==> src/rtl/rsp_pkg.sv <==
// Shared definitions for the response-path blocks.
// Holds the default packet geometry and the packed structs used to slice
// routed packets and egress FIFO entries by field rather than by bit range.
package rsp_pkg;

    localparam int VDW = 37;
    localparam int DW  = 32;
    localparam int TTW = 2;
    localparam int ITW = VDW - DW - TTW;

    // Routed packet as it leaves the router: {init_tag, tgt_tag, data}
    typedef struct packed {
        logic [ITW-1:0] itag;
        logic [TTW-1:0] ttag;
        logic [DW-1:0]  data;
    } rsp_pkt_t;

    // What the egress buffer keeps per packet; the target tag is consumed
    // by the tag check and does not need to be stored.
    typedef struct packed {
        logic [ITW-1:0] itag;
        logic [DW-1:0]  data;
    } rsp_entry_t;

endpackage

==> src/rtl/rsp_sync_fifo.sv <==
// Generic synchronous FIFO with a registered occupancy counter.
// Ports:
//   clk, rst          - clock, synchronous active-high reset
//   push, wdata       - write strobe and data (caller guarantees !full)
//   pop               - read strobe (caller guarantees !empty)
//   rdata             - combinational read of the head entry
//   full, empty       - derived from the occupancy counter
//   count             - current occupancy, 0..DEPTH
module rsp_sync_fifo #(
    parameter int DEPTH = 4,
    parameter int WIDTH = 35
) (
    input  logic                     clk,
    input  logic                     rst,
    input  logic                     push,
    input  logic [WIDTH-1:0]         wdata,
    input  logic                     pop,
    output logic [WIDTH-1:0]         rdata,
    output logic                     full,
    output logic                     empty,
    output logic [$clog2(DEPTH):0]   count
);

    localparam int AW = $clog2(DEPTH);
    localparam int CW = AW + 1;

    logic [WIDTH-1:0] mem [DEPTH];
    logic [AW-1:0]    wr_ptr;
    logic [AW-1:0]    rd_ptr;

    // Pointers are exactly AW bits wide, so DEPTH being a power of two lets
    // them wrap from DEPTH-1 back to 0 without any compare logic.
    always_ff @(posedge clk) begin
        if (rst) begin
            wr_ptr <= '0;
            rd_ptr <= '0;
        end else begin
            if (push) wr_ptr <= wr_ptr + AW'(1);
            if (pop)  rd_ptr <= rd_ptr + AW'(1);
        end
    end

    // Occupancy counter; a simultaneous push and pop leaves it unchanged.
    always_ff @(posedge clk) begin
        if (rst) begin
            count <= '0;
        end else begin
            case ({push, pop})
                2'b10:   count <= count + CW'(1);
                2'b01:   count <= count - CW'(1);
                default: count <= count;
            endcase
        end
    end

    // Storage is deliberately left out of reset; stale contents are never
    // observable because empty masks them.
    always_ff @(posedge clk) begin
        if (push) mem[wr_ptr] <= wdata;
    end

    assign rdata = mem[rd_ptr];
    assign full  = (count == CW'(DEPTH));
    assign empty = (count == '0);

endmodule

==> src/rtl/rsp_xegress.sv <==
// Per-target egress buffer sitting on one T port of the response router.
// Buffers routed packets in a small FIFO so target-side backpressure does
// not stall the router arbiter, delivers {data, init_tag} to the consumer
// and raises a sticky flag when a packet's target tag is not this port.
// Ports:
//   clk, rst          - clock, synchronous active-high reset
//   T_vld, T_pkt      - packet offered by the router
//   T_rdy             - buffer accepts this cycle (registered state only)
//   O_vld             - head entry valid toward the consumer
//   O_data, O_itag    - head entry payload and initiator tag
//   O_rdy             - consumer takes the head entry
//   count             - current occupancy
//   err_tag           - sticky target-tag mismatch flag
module rsp_xegress #(
    parameter int VDW    = 37,
    parameter int DW     = 32,
    parameter int TTW    = 2,
    parameter int TGT_ID = 0,
    parameter int DEPTH  = 4
) (
    input  logic                     clk,
    input  logic                     rst,
    input  logic                     T_vld,
    input  logic [VDW-1:0]           T_pkt,
    output logic                     T_rdy,
    output logic                     O_vld,
    output logic [DW-1:0]            O_data,
    output logic [VDW-DW-TTW-1:0]    O_itag,
    input  logic                     O_rdy,
    output logic [$clog2(DEPTH):0]   count,
    output logic                     err_tag
);

    import rsp_pkg::*;

    rsp_pkt_t   pkt;
    rsp_entry_t wr_entry;
    rsp_entry_t rd_entry;
    logic       push;
    logic       pop;
    logic       full;
    logic       empty;
    logic       tag_bad;

    assign pkt      = rsp_pkt_t'(T_pkt);
    assign wr_entry = '{itag: pkt.itag, data: pkt.data};

    // T_rdy is built only from registered state and rst so the router's
    // arbiter never sees a combinational path through O_rdy or T_vld.
    // While full it stays low even if the consumer pops this cycle.
    assign T_rdy = !full && !rst;
    assign O_vld = !empty;
    assign push  = T_vld && T_rdy;
    assign pop   = O_vld && O_rdy;

    rsp_sync_fifo #(
        .DEPTH (DEPTH),
        .WIDTH ($bits(rsp_entry_t))
    ) u_fifo (
        .clk   (clk),
        .rst   (rst),
        .push  (push),
        .wdata (wr_entry),
        .pop   (pop),
        .rdata (rd_entry),
        .full  (full),
        .empty (empty),
        .count (count)
    );

    assign O_data = rd_entry.data;
    assign O_itag = rd_entry.itag;

    // A misrouted packet is still stored and delivered; the flag only
    // records that it happened and holds until reset.
    assign tag_bad = (pkt.ttag != TTW'(TGT_ID));

    always_ff @(posedge clk) begin
        if (rst) begin
            err_tag <= 1'b0;
        end else if (push && tag_bad) begin
            err_tag <= 1'b1;
        end
    end

endmodule

==> config.mk <==
export PLATFORM = sky130hd
export DESIGN_NAME = rsp_xegress
export DESIGN_NICKNAME = d
export VERILOG_FILES = /design/src/rtl/rsp_pkg.sv /design/src/rtl/rsp_sync_fifo.sv /design/src/rtl/rsp_xegress.sv
export SDC_FILE = /design/constraint.sdc
export NUM_CORES = 1
export LEC_CHECK = 0
export ABC_AREA = 1
export BUFFER_PORTS_ARGS = -buffer_cell sky130_fd_sc_hd__buf_2
export CAP_MARGIN = 20
export CORE_MARGIN = 8
export CORE_UTILIZATION = 50
export DETAILED_ROUTE_END_ITERATION = 6
export PLACE_DENSITY = 0.73
export SETUP_SLACK_MARGIN = 0.4
export SYNTH_ARGS = -nofsm -noshare
export SYNTH_HDL_FRONTEND = slang
export SYNTH_HIERARCHICAL = 1
export SYNTH_SLANG_ARGS = --single-unit
==> constraint.sdc <==
create_clock -name clk -period 2.16 [get_ports clk]
set_input_delay 0.432 -clock clk [delete_from_list [all_inputs] [get_ports clk]]
set_output_delay 0.432 -clock clk [all_outputs]
set_load 0.03 [all_outputs]
[Word-level counts from Yosys, hierarchy flattened]
Memories as Yosys holds them, arrays and structs flattened. A register that Yosys moved wholly into a read port is not among the register bits.
Cells that the tools add are included.
Word-level totals
  flip-flop bits (word level): 8
  bits in writable memories: 140
  word-level logic and storage cells: 27
  memories kept: 1
Cells by class
  add/subtract/negate cells: 4
  equal/unequal tests: 3
  mux-type cells: 5
  reduce and logical (&&, ||, !) cells: 10
Memories
  u_fifo.mem: words 4, width 35, rd ports 1, clocked after memory_dff 1, write ports 1, line rsp_sync_fifo.sv:27  | logic [WIDTH-1:0] mem [DEPTH];
Operators by type and width (count)
  one-hot mux 3 bit (2 select lines): 1
  adder 2 x 1 -> 2 bit, second input constant: 2
  logical AND 1 bit: 4
  2-to-1 mux 2 bit: 2
  nonzero test 2 bit: 2
  adder 3 x 1 -> 3 bit, second input constant: 1
  equality test 3 bit, second input constant: 1
  zero test 1 bit: 3
  zero test 3 bit: 1
  subtractor 3 x 1 -> 3 bit, second input constant: 1
  equality test 2 x 1 -> 1 bit, second input constant: 1
  equality test 2 bit, second input constant: 1
  2-to-1 mux 1 bit: 2

[Logic depth before layout (Yosys ltp)]
Gate-level depths: netlist of run 1.
  depth in word-level cells: 6
  mapped depth: 13
  gate-level depth less buffers: 13

[Cells and area by module]
Netlist of run 1, hierarchy kept.
By module, submodules not included
  rsp_sync_fifo: instances 1, cells an instance 396, area each 5621.6 um2
  rsp_xegress: instances 1, cells an instance 12, area each 70.1 um2

[Worst setup path after synthesis of run 1]
OpenSTA, ideal clock, no wires.
  kind: register -> register
  start: register u_fifo.count[1]
  end: memory u_fifo.mem[0][0] (enable)
  arrival time: 1.847 ns
  data required time: 1.770 ns
  path slack: -0.076 ns
  stages on the path, launching flop included: 5
  buffers on the path: 0
  period minus slack after synthesis: 2.236 ns
  cell sequence: dfxtp_1 -> nor3_1 -> nor3b_1 -> nand2_1 -> inv_1
Between the ends
  longest elaborated chain between the ends: 6
RTL lines
  start, declared: line rsp_sync_fifo.sv:21  | output logic [$clog2(DEPTH):0] count
  start signal, assigned: line rsp_sync_fifo.sv:49  | 2'b10: count <= count + CW'(1);
  start signal, assigned: line rsp_sync_fifo.sv:50  | 2'b01: count <= count - CW'(1);
  start signal, assigned: line rsp_sync_fifo.sv:51  | default: count <= count;
  equality test 3 bit: line rsp_sync_fifo.sv:63  | assign full = (count == CW'(DEPTH));
  via full: line rsp_xegress.sv:41  | logic full;
  zero test 1 bit: line rsp_xegress.sv:51  | assign T_rdy = !full && !rst;
  logical AND 1 bit: line rsp_xegress.sv:51
  logical AND 1 bit: line rsp_xegress.sv:53  | assign push = T_vld && T_rdy;
  via push: line rsp_xegress.sv:39  | logic push;
  2-to-1 mux 1 bit: line rsp_sync_fifo.sv:59  | if (push) mem[wr_ptr] <= wdata;
  2-to-1 mux 1 bit (not written as such): line rsp_sync_fifo.sv:59
  end, declared: line rsp_sync_fifo.sv:27
The timed path passes the listed nets, and every way through them passes these cells.

==> impl_metrics.env, run 1 <==
export IMPL_grt_pass1_wl_mm=19.4
export IMPL_period_share=0.943
export IMPL_crit_type="reg2out"
export IMPL_antenna_found_initial=2
export IMPL_yosys_warnings=6
export IMPL_synth_area_top_cells="edfxtp_1 (74%), nor2_1 (4.9%), o21ai_0 (4.8%), o22ai_1 (3.8%), dfxtp_1 (3.5%)"
export IMPL_synth_cells=408
export IMPL_final_hold_viol_count=0
export IMPL_startpoint_type="flop"
export IMPL_worstMarginPinSlew_ps=336
export IMPL_p_leak_nw=2.83
export IMPL_clk_pin_slew_worst_paths_ps=60
export IMPL_final_min_clock_period_ps=2040
export IMPL_synthFlopType="edfxtp_1"
export IMPL_seq_area_frac_synth=0.774
export IMPL_critPathMaxFanout=7
export IMPL_fp_dieArea_um2=15100
export IMPL_die_y_um=123
export IMPL_clockBufferDepth=2
export IMPL_cts_tree="done"
export IMPL_endpoint_kind="primary output"
export IMPL_drc=0
export IMPL_start_util=0.505
export IMPL_fp_row_count=39
export IMPL_drv_slew=0
export IMPL_hold_class="in2reg"
export IMPL_synth_edff_count=140
export IMPL_portBuffers=81
export IMPL_viasPerCell=5.64
export IMPL_nFillCells=729
export IMPL_coreArea_um2=11300
export IMPL_clockRootBuffer="clkbuf_16"
export IMPL_fin_skew_ps=8.40
export IMPL_ir_drop_mv=0.698
export IMPL_maxCapViolations=0
export IMPL_drive_gt1_frac=0.397
export IMPL_rsz0062_at_grt="true"
export IMPL_finalPower_w=0.00976
export IMPL_fmax_mhz=491
export IMPL_cp_required_ps=1730
export IMPL_chipWidth_um=123
export IMPL_clock_latency_ps=410
export IMPL_n_antenna_cell=0
export IMPL_dpl_hpwl_mm=7.48
export IMPL_drtIter0Drc=337
export IMPL_h_tree_depth=4
export IMPL_tns_ps=0
export IMPL_setup_violations=0
export IMPL_postCtsHoldBufs=0
export IMPL_powerDensity_nw_per_um2=1260
export IMPL_cts_sinks=150
export IMPL_syn_to_final_growth_pct=36.3
export IMPL_synth_nets=455
export IMPL_track_usage=0.173
export IMPL_grt_overflow_total=0
export IMPL_vias=3837
export IMPL_most_common_layout_cells="edfxtp_1 (140), nor2_1 (64), buf_2 (45)"
export IMPL_synth_top_area_frac=0.739
export IMPL_num_nets_final=571
export IMPL_synth_largest_area_cell="edfxtp_1"
export IMPL_first_global_vias=3782
export IMPL_first_pass_iters=5
export IMPL_detail_route_antenna_nets=0
export IMPL_syn_area_per_cell_um2=14.0
export IMPL_worstPathArrival_ps=1600
export IMPL_netlist_area_um2=5690
export IMPL_cts_made_buffers=17
export IMPL_drt_wirelength_per_cell_um=20.0
export IMPL_totalWireLength_mm=13.6
export IMPL_ioPinCount=82
export IMPL_layout_commonest_cell="edfxtp_1"
export IMPL_status="finished, final reports clean"
export IMPL_synth_cell_types=21
export IMPL_max_slew_margin=0.776
export IMPL_async_reset_ff_frac=0
export IMPL_routabilityCongestion=0.744
export IMPL_grt_max_degree=36
export IMPL_ys_ff_latch=150
-- Yosys cell counts (2+ instances only) --
cell type	n
nand3_1	2
o21ai_0	55
o22ai_1	35
inv_1	21
a21oi_1	6
ha_1	5
edfxtp_1	140
o21ai_1	21
buf_2	12
buf_4	8
dfxtp_1	10
nor3_1	2
nor2_1	74
nand2_1	10
-- layer usage --
layer | vias up | wire [um] | global-route usage
li1 | 1743 | - | -
met1 | 1902 | 5310 | 0.190
met2 | 163 | 6940 | 0.301
met3 | 25 | 1120 | 0.0607
met4 | 4 | 229 | 0.0701
met5 | - | 18 | 0
-- state kept, by name (all words and copies together), names as in the netlist, named ones only --
| signal | count |
|---|---|
| u_fifo/rd_ptr | 2 |
| err_tag | 1 |
| u_fifo/count | 3 |
| u_fifo/mem | 140 |
| u_fifo/wr_ptr | 2 |
-- worst paths after layout --
check / to / slack (ps) / depth (start not counted) / from
worst min-delay path: u_fifo/mem[2][23] / 230 / 1 / T_pkt[23]
worst max register to register: u_fifo/count[2] / 360 / 13 / u_fifo/count[2]
worst min register to register: err_tag / 460 / 2 / err_tag
worst max-delay path: O_data[9] / 120 / 6 / flop
-- stage by stage --
| step | utilization | hold WS (ps) | instances | setup slack, ps | area, um^2 |
|---|---|---|---|---|---|
| floorplan | - | 412 | 408 | 394 | 5740 |
| global placement | 0.570 | 442 | 628 | 264 | 6420 |
| detailed placement | 0.570 | 445 | 628 | 180 | 6420 |
| CTS | 0.650 | 215 | 670 | 107 | 7330 |
| global route | 0.688 | 225 | 680 | 75.3 | 7760 |
| finish | 0.688 | 234 | 680 | 124 | 7760 |
-- cells by family (layout without fill, tap and decap cells) --
logic type,Yosys count,count (layout),share of synthesized area
AND/OR/NAND/NOR,91,91,0.0624
buffers and inverters,44,173,0.0387
flip-flops,150,150,0.774
AO/OA/AOI/OAI,117,117,0.111
adder cells (fa/ha/maj),6,6,0.0145
-- critical path, stage by stage (launching register included) --
cell       delay (ps)
dfxtp_4           390
inv_8              90
buf_8             140
clkbuf_16         170
nor2_1             50
o22ai_1           160
buf_4             190
-- power by group --
| group | switching [W] | internal, W |
|---|---|---|
| combinational | 0.00195 | 0.00134 |
| clock | 0.00111 | 0.00191 |
| sequential | 0.0000952 | 0.00335 |
-- cell type report --
| cell class | instances | area, um^2 | share of cell area |
|---|---|---|---|
| clock buffers | 17 | 425 | 0.0548 |
| multi-input cells | 214 | 1320 | 0.170 |
| repair buffers | 118 | 1110 | 0.144 |
| inverters | 23 | 116 | 0.0150 |
| clock inverters | 15 | 186 | 0.0240 |
| flip-flops and latches | 150 | 4420 | 0.570 |
| well taps | 143 | 179 | 0.0231 |
-- timing repair --
item | CTS | global route
setup endpoints to repair | 37 | 65
pin swaps | 7 | 29
gates resized for setup | 64 | 80
gates cloned | 2 | 4
setup buffers | 8 | 6
(Power assumes the default switching activity.)
==> run 2: changes to the inputs <==
Settings changed: CORE_MARGIN 8 to 2, HOLD_SLACK_MARGIN set to 0.06.
==> run 2 against run 1 <==
Against the previous run: core utilization up 3.5 points; worst hold slack worse by 4.2 ps; combinational power rose by 9.7%; non-clock buffer count grew 6; highest routed layer is now met4; critical path type unchanged; routed wire length shrank 1.9%; critical endpoint is now O_data[0]; die area fell by 19%; clock skew fell by 2.8 ps; worst setup slack worse by 91 ps; critical path depth unchanged; total power is 2.3% higher; sequential cell count unchanged; cell count rose by 0.59%.
==> impl_metrics.env, run 2 (same netlist as run 1, synthesis figures left out) <==
export IMPL_drtIter0Drc=426
export IMPL_cp_required_ps=1730
export IMPL_cts_sinks=150
export IMPL_cp_slowest_cell="dfxtp_4"
export IMPL_hold_class="in2reg"
export IMPL_dpl_cell_count=621
export IMPL_grt_pass1_wl_mm=18.3
export IMPL_grt_use_met2=0.330
export IMPL_status="finished, final reports clean"
export IMPL_most_common_layout_cells="edfxtp_1 (140), nor2_1 (61), buf_2 (46)"
export IMPL_drv_slew=0
export IMPL_first_global_vias=3647
export IMPL_drc=0
export IMPL_startpoint_type="flop"
export IMPL_track_usage=0.195
export IMPL_largest_reg_flops=140
export IMPL_setup_violations=0
export IMPL_cp_cell_sequence="buf_12, clkinv_16, buf_4, nor2_1, o22ai_2, buf_6"
export IMPL_worstPathArrival_ps=1700
export IMPL_max_slew_margin=0.776
export IMPL_worstMarginPinSlew_ps=335
export IMPL_routabilityCongestion=0.759
export IMPL_critPathMaxFanout=11
export IMPL_viasPerCell=5.68
export IMPL_n_antenna_cell=0
export IMPL_drive_gt1_frac=0.415
export IMPL_fin_skew_ps=5.59
export IMPL_powerDensity_nw_per_um2=1260
export IMPL_dpl_hpwl_mm=6.39
export IMPL_coreArea_um2=11000
export IMPL_grt_max_degree=36
export IMPL_cts_tree="done"
export IMPL_fp_row_count=38
export IMPL_endpoint_kind="primary output"
export IMPL_cts_made_buffers=17
export IMPL_r2r_slack_ps=390
export IMPL_regMostFlops="u_fifo/mem"
export IMPL_rsz0062_at_grt="true"
export IMPL_totalWireLength_mm=13.4
export IMPL_chipWidth_um=111
export IMPL_busiest_layer="met2"
export IMPL_clk_pin_slew_worst_paths_ps=60
export IMPL_period_share=0.985
export IMPL_nFillCells=666
export IMPL_fin_cells=684
export IMPL_tns_ps=0
export IMPL_finalInstanceArea_um2=7940
export IMPL_portBuffers=81
export IMPL_crit_type="reg2out"
export IMPL_path_buf_inv=4
export IMPL_drt_wirelength_per_cell_um=19.5
export IMPL_clockRootBuffer="clkbuf_16"
export IMPL_vias=3883
export IMPL_p_leak_nw=2.88
export IMPL_place_area_um2=6360
export IMPL_final_hold_viol_count=0
export IMPL_hold_slack_ps=230
export IMPL_fmax_mhz=470
export IMPL_num_nets_final=579
export IMPL_grt_overflow_total=0
export IMPL_first_pass_iters=5
export IMPL_ir_drop_mv=0.705
export IMPL_gr_usage_met3=0.0481
export IMPL_die_y_um=111
export IMPL_layout_commonest_cell="edfxtp_1"
export IMPL_syn_to_final_growth_pct=39.4
export IMPL_clockBufferDepth=2
export IMPL_max_stage_delay_ps=380
export IMPL_maxCapViolations=0
export IMPL_use_met1=0.239
export IMPL_postCtsHoldBufs=0
export IMPL_final_min_clock_period_ps=2130
export IMPL_fp_dieArea_um2=12300
export IMPL_critPathTopFamily="buffers and inverters"
export IMPL_antenna_found_initial=0
export IMPL_detail_route_antenna_nets=0
export IMPL_start_util=0.518
export IMPL_ioPinCount=82
export IMPL_biggestRegsByFlops="u_fifo/mem (140), u_fifo/count (3)"
export IMPL_h_tree_depth=4
export IMPL_clock_latency_ps=410
run 2: cell count changes in the layout (fill, tap and decap cells not counted), moves of 4 or more:
cell        delta
nor2_4         +4
o21ai_0       -13
clkinvlp_4     -4
o21ai_1        +9
run 2: through the flow:
stage	total power (W)	utilization	setup WS (ps)
2_1_floorplan	0.00507	-	394
3_3_place_gp	0.00568	0.580	276
3_5_place_dp	0.00573	0.580	238
4_1_cts	0.00903	0.658	102
5_1_grt	0.0103	0.723	15.1
6_report	0.00998	0.723	32.8
run 2: worst paths after layout:
path | from | end | cells past startpoint
setup reg to reg | u_fifo/count[2] | u_fifo/count[2] | 13
hold / removal | T_pkt[29] | u_fifo/mem[2][29] | 1
setup / recovery | flop | O_data[0] | 6
hold reg to reg | err_tag | err_tag | 2
run 2: what timing repair did:
action / 4_1_cts / 5_1_grt
endpoints found under the setup margin: 37 / 66
cloned: 3 / 6
setup buffers: 5 / 18
gates resized for setup: 55 / 136
pin swaps: 7 / 30
run 2: metal layers:
layer,vias up,wire length [um]
met5,-,0
met4,0,372
met3,34,802
met2,167,6870
met1,1920,5320
li1,1762,-
run 2: layout make-up:
class	count	area (um^2)	area share
repair buffers	124	1220	0.154
inverters	23	130	0.0164
multi-input cells	214	1370	0.173
well taps	140	175	0.0221
clock inverters	12	155	0.0195
clock buffers	19	433	0.0545
flip-flops and latches	150	4420	0.557
repair inverters	2	25.0	0.00315
run 2: power by group:
| part | switching [W] | internal [W] | leakage (nW) |
|---|---|---|---|
| clock network | 0.00111 | 0.00181 | 0.283 |
| logic | 0.00207 | 0.00154 | 1.25 |
| registers | 0.0000967 | 0.00335 | 1.36 |
==> run 3: changes to the inputs <==
Settings changed: CORE_UTILIZATION 50 to 56, PLACE_DENSITY 0.73 to 0.8.
==> run 3 against run 2 <==
Against the previous run: the flow now finishes with violations (negative setup slack); register-to-register slack got worse by 100 ps; clock skew hardly changed; sequential power hardly changed; combinational power is 8.0% lower; non-clock buffer count decreased by 6; maximum frequency fell by 1.6%; via count shrank 0.52%; critical path depth is 1 lower; sequential share of layout area grew 1.1 points; core utilization increased by 7.0 points; routed wire length rose by 4.9%; sequential cell count is the same; critical path type unchanged; critical endpoint is now O_data[17]; largest cell class unchanged; largest power group is now sequential cells; highest routed layer unchanged.
==> impl_metrics.env, run 3 (same netlist as run 1, synthesis figures left out) <==
export IMPL_status="finished with violations"
export IMPL_violations="negative setup slack"
export IMPL_fmax_mhz=463
export IMPL_syn_to_final_growth_pct=36.7
export IMPL_final_util=0.792
export IMPL_totalWireLength_mm=14.0
export IMPL_grt_pass1_wl_mm=20.6
export IMPL_hold_class="in2reg"
export IMPL_portBuffers=81
export IMPL_net_switching_power_w=0.00328
export IMPL_num_nets_final=572
export IMPL_fp_dieArea_um2=11000
export IMPL_chipWidth_um=105
export IMPL_worstMarginPinSlew_ps=332
export IMPL_whs_endpoint="u_fifo/mem[2][15]"
export IMPL_nFillCells=554
export IMPL_coreArea_um2=9820
export IMPL_clockRootBuffer="clkbuf_8"
export IMPL_viasPerCell=5.76
export IMPL_antenna_found_initial=1
export IMPL_clk_pin_slew_worst_paths_ps=60
export IMPL_final_min_clock_period_ps=2160
export IMPL_power_internal_w=0.00636
export IMPL_first_global_vias=3829
export IMPL_endpoint_kind="primary output"
export IMPL_drt_wirelength_per_cell_um=20.9
export IMPL_n_antenna_cell=0
export IMPL_reg2regPathDepth=13
export IMPL_grt_overflow_total=0
export IMPL_fin_skew_ps=5.61
export IMPL_clock_latency_ps=530
export IMPL_period_share=1.00
export IMPL_detail_route_antenna_nets=0
export IMPL_largest_reg_flops=140
export IMPL_worstPathArrival_ps=1730
export IMPL_layout_commonest_cell="edfxtp_1"
export IMPL_swShare=0.340
export IMPL_track_usage=0.253
export IMPL_h_tree_depth=4
export IMPL_power_frac_comb=0.345
export IMPL_drive_gt1_frac=0.398
export IMPL_die_y_um=105
export IMPL_cts_made_buffers=17
export IMPL_biggestRegsByFlops="u_fifo/mem (140), u_fifo/count (3)"
export IMPL_tns_ps=-1.49
export IMPL_ioPinCount=82
export IMPL_hp_start="T_pkt[15]"
export IMPL_drc=0
export IMPL_maxCapViolations=0
export IMPL_start_util=0.580
export IMPL_setup_ws_ps=-1.19
export IMPL_cp_required_ps=1730
export IMPL_drv_slew=0
export IMPL_clockPowerShare=0.294
export IMPL_setup_violations=2
export IMPL_cts_tree="done"
export IMPL_regMostFlops="u_fifo/mem"
export IMPL_clockBufferDepth=2
export IMPL_fin_cells=671
export IMPL_cts_sinks=150
export IMPL_first_pass_iters=7
export IMPL_most_common_layout_cells="edfxtp_1 (140), nor2_1 (63), buf_2 (44)"
export IMPL_dpl_cell_count=616
export IMPL_regToRegStartpoint="u_fifo/count[2]"
export IMPL_reg2reg_to="u_fifo/count[2]"
export IMPL_postCtsHoldBufs=0
export IMPL_crit_type="reg2out"
export IMPL_grt_max_degree=23
export IMPL_dp_slack_ps=170
export IMPL_startpoint_type="flop"
export IMPL_final_hold_viol_count=0
export IMPL_routabilityCongestion=0.713
export IMPL_dpl_hpwl_mm=6.81
export IMPL_rsz0062_at_grt="true"
export IMPL_critPathMaxFanout=7
export IMPL_drtIter0Drc=320
export IMPL_share_seq_of_total_power=0.361
export IMPL_ir_drop_mv=0.690
export IMPL_powerDensity_nw_per_um2=1240
export IMPL_hold_depth=1
export IMPL_r2r_slack_ps=290
export IMPL_p_leak_nw=2.82
export IMPL_vias=3863
export IMPL_max_slew_margin=0.776
export IMPL_fp_row_count=36
-- run 3: worst max-delay path by stage --
| stage | to | depth (start not counted) |
|---|---|---|
| after floorplan | u_fifo/count[2] | 13 |
| after global placement | u_fifo/count[1] | 7 |
| after detailed placement | u_fifo/count[1] | 7 |
| after CTS | O_data[30] | 5 |
| after global routing | O_data[24] | 5 |
| final | O_data[17] | 5 |
-- run 3: power groups by stage --
stage / clock network [W] / registers [W] / logic, W
2_1_floorplan: 0 / 0.00351 / 0.00155
3_3_place_gp: 0 / 0.00348 / 0.00218
3_5_place_dp: 0 / 0.00349 / 0.00224
4_1_cts: 0.00283 / 0.00347 / 0.00298
5_1_grt: 0.00298 / 0.00349 / 0.00351
6_report: 0.00284 / 0.00348 / 0.00332
-- run 3: layout make-up --
type                       count  area (um^2)  area share
inverter                      23          119      0.0153
timing repair buffer         118         1160       0.149
clock inverter                14          151      0.0195
tap                          133          166      0.0214
sequential                   150         4420       0.569
clock buffer                  18          418      0.0537
timing repair inverter         1         8.76     0.00113
multi-input combinational    214         1340       0.172
-- run 3: metrics by stage --
| stage | hold WS, ps | instance area [um^2] | total power (W) |
|---|---|---|---|
| 3_5_place_dp | 436 | 6370 | 0.00573 |
| 3_3_place_gp | 426 | 6370 | 0.00567 |
| 5_1_grt | 110 | 7780 | 0.00998 |
| 6_report | 120 | 7780 | 0.00964 |
| 4_1_cts | 104 | 7480 | 0.00928 |
| 2_1_floorplan | 412 | 5740 | 0.00507 |
-- run 3: repair_timing --
item,in CTS,in global routing
resized for setup,98,68
pin swaps,7,30
setup buffers,11,4
cloned,6,2
setup endpoints to repair,73,133
-- run 3: metal layers --
metal | part of all wire | track usage | vias up | wire length (um)
li1 | - | - | 1753 | -
met4 | 0.023 | 0.0943 | 0 | 325
met3 | 0.078 | 0.0686 | 33 | 1100
met5 | 0 | 0 | - | 0
met1 | 0.39 | 0.326 | 1868 | 5450
met2 | 0.51 | 0.416 | 209 | 7160
-- run 3: worst max-delay path, cell delays in order, from the launching register on --
cell and delay [ps]:
dfxtp_4 460, buf_6 160, clkbuf_16 170, o21ai_2 60, o22ai_1 170, buf_4 180
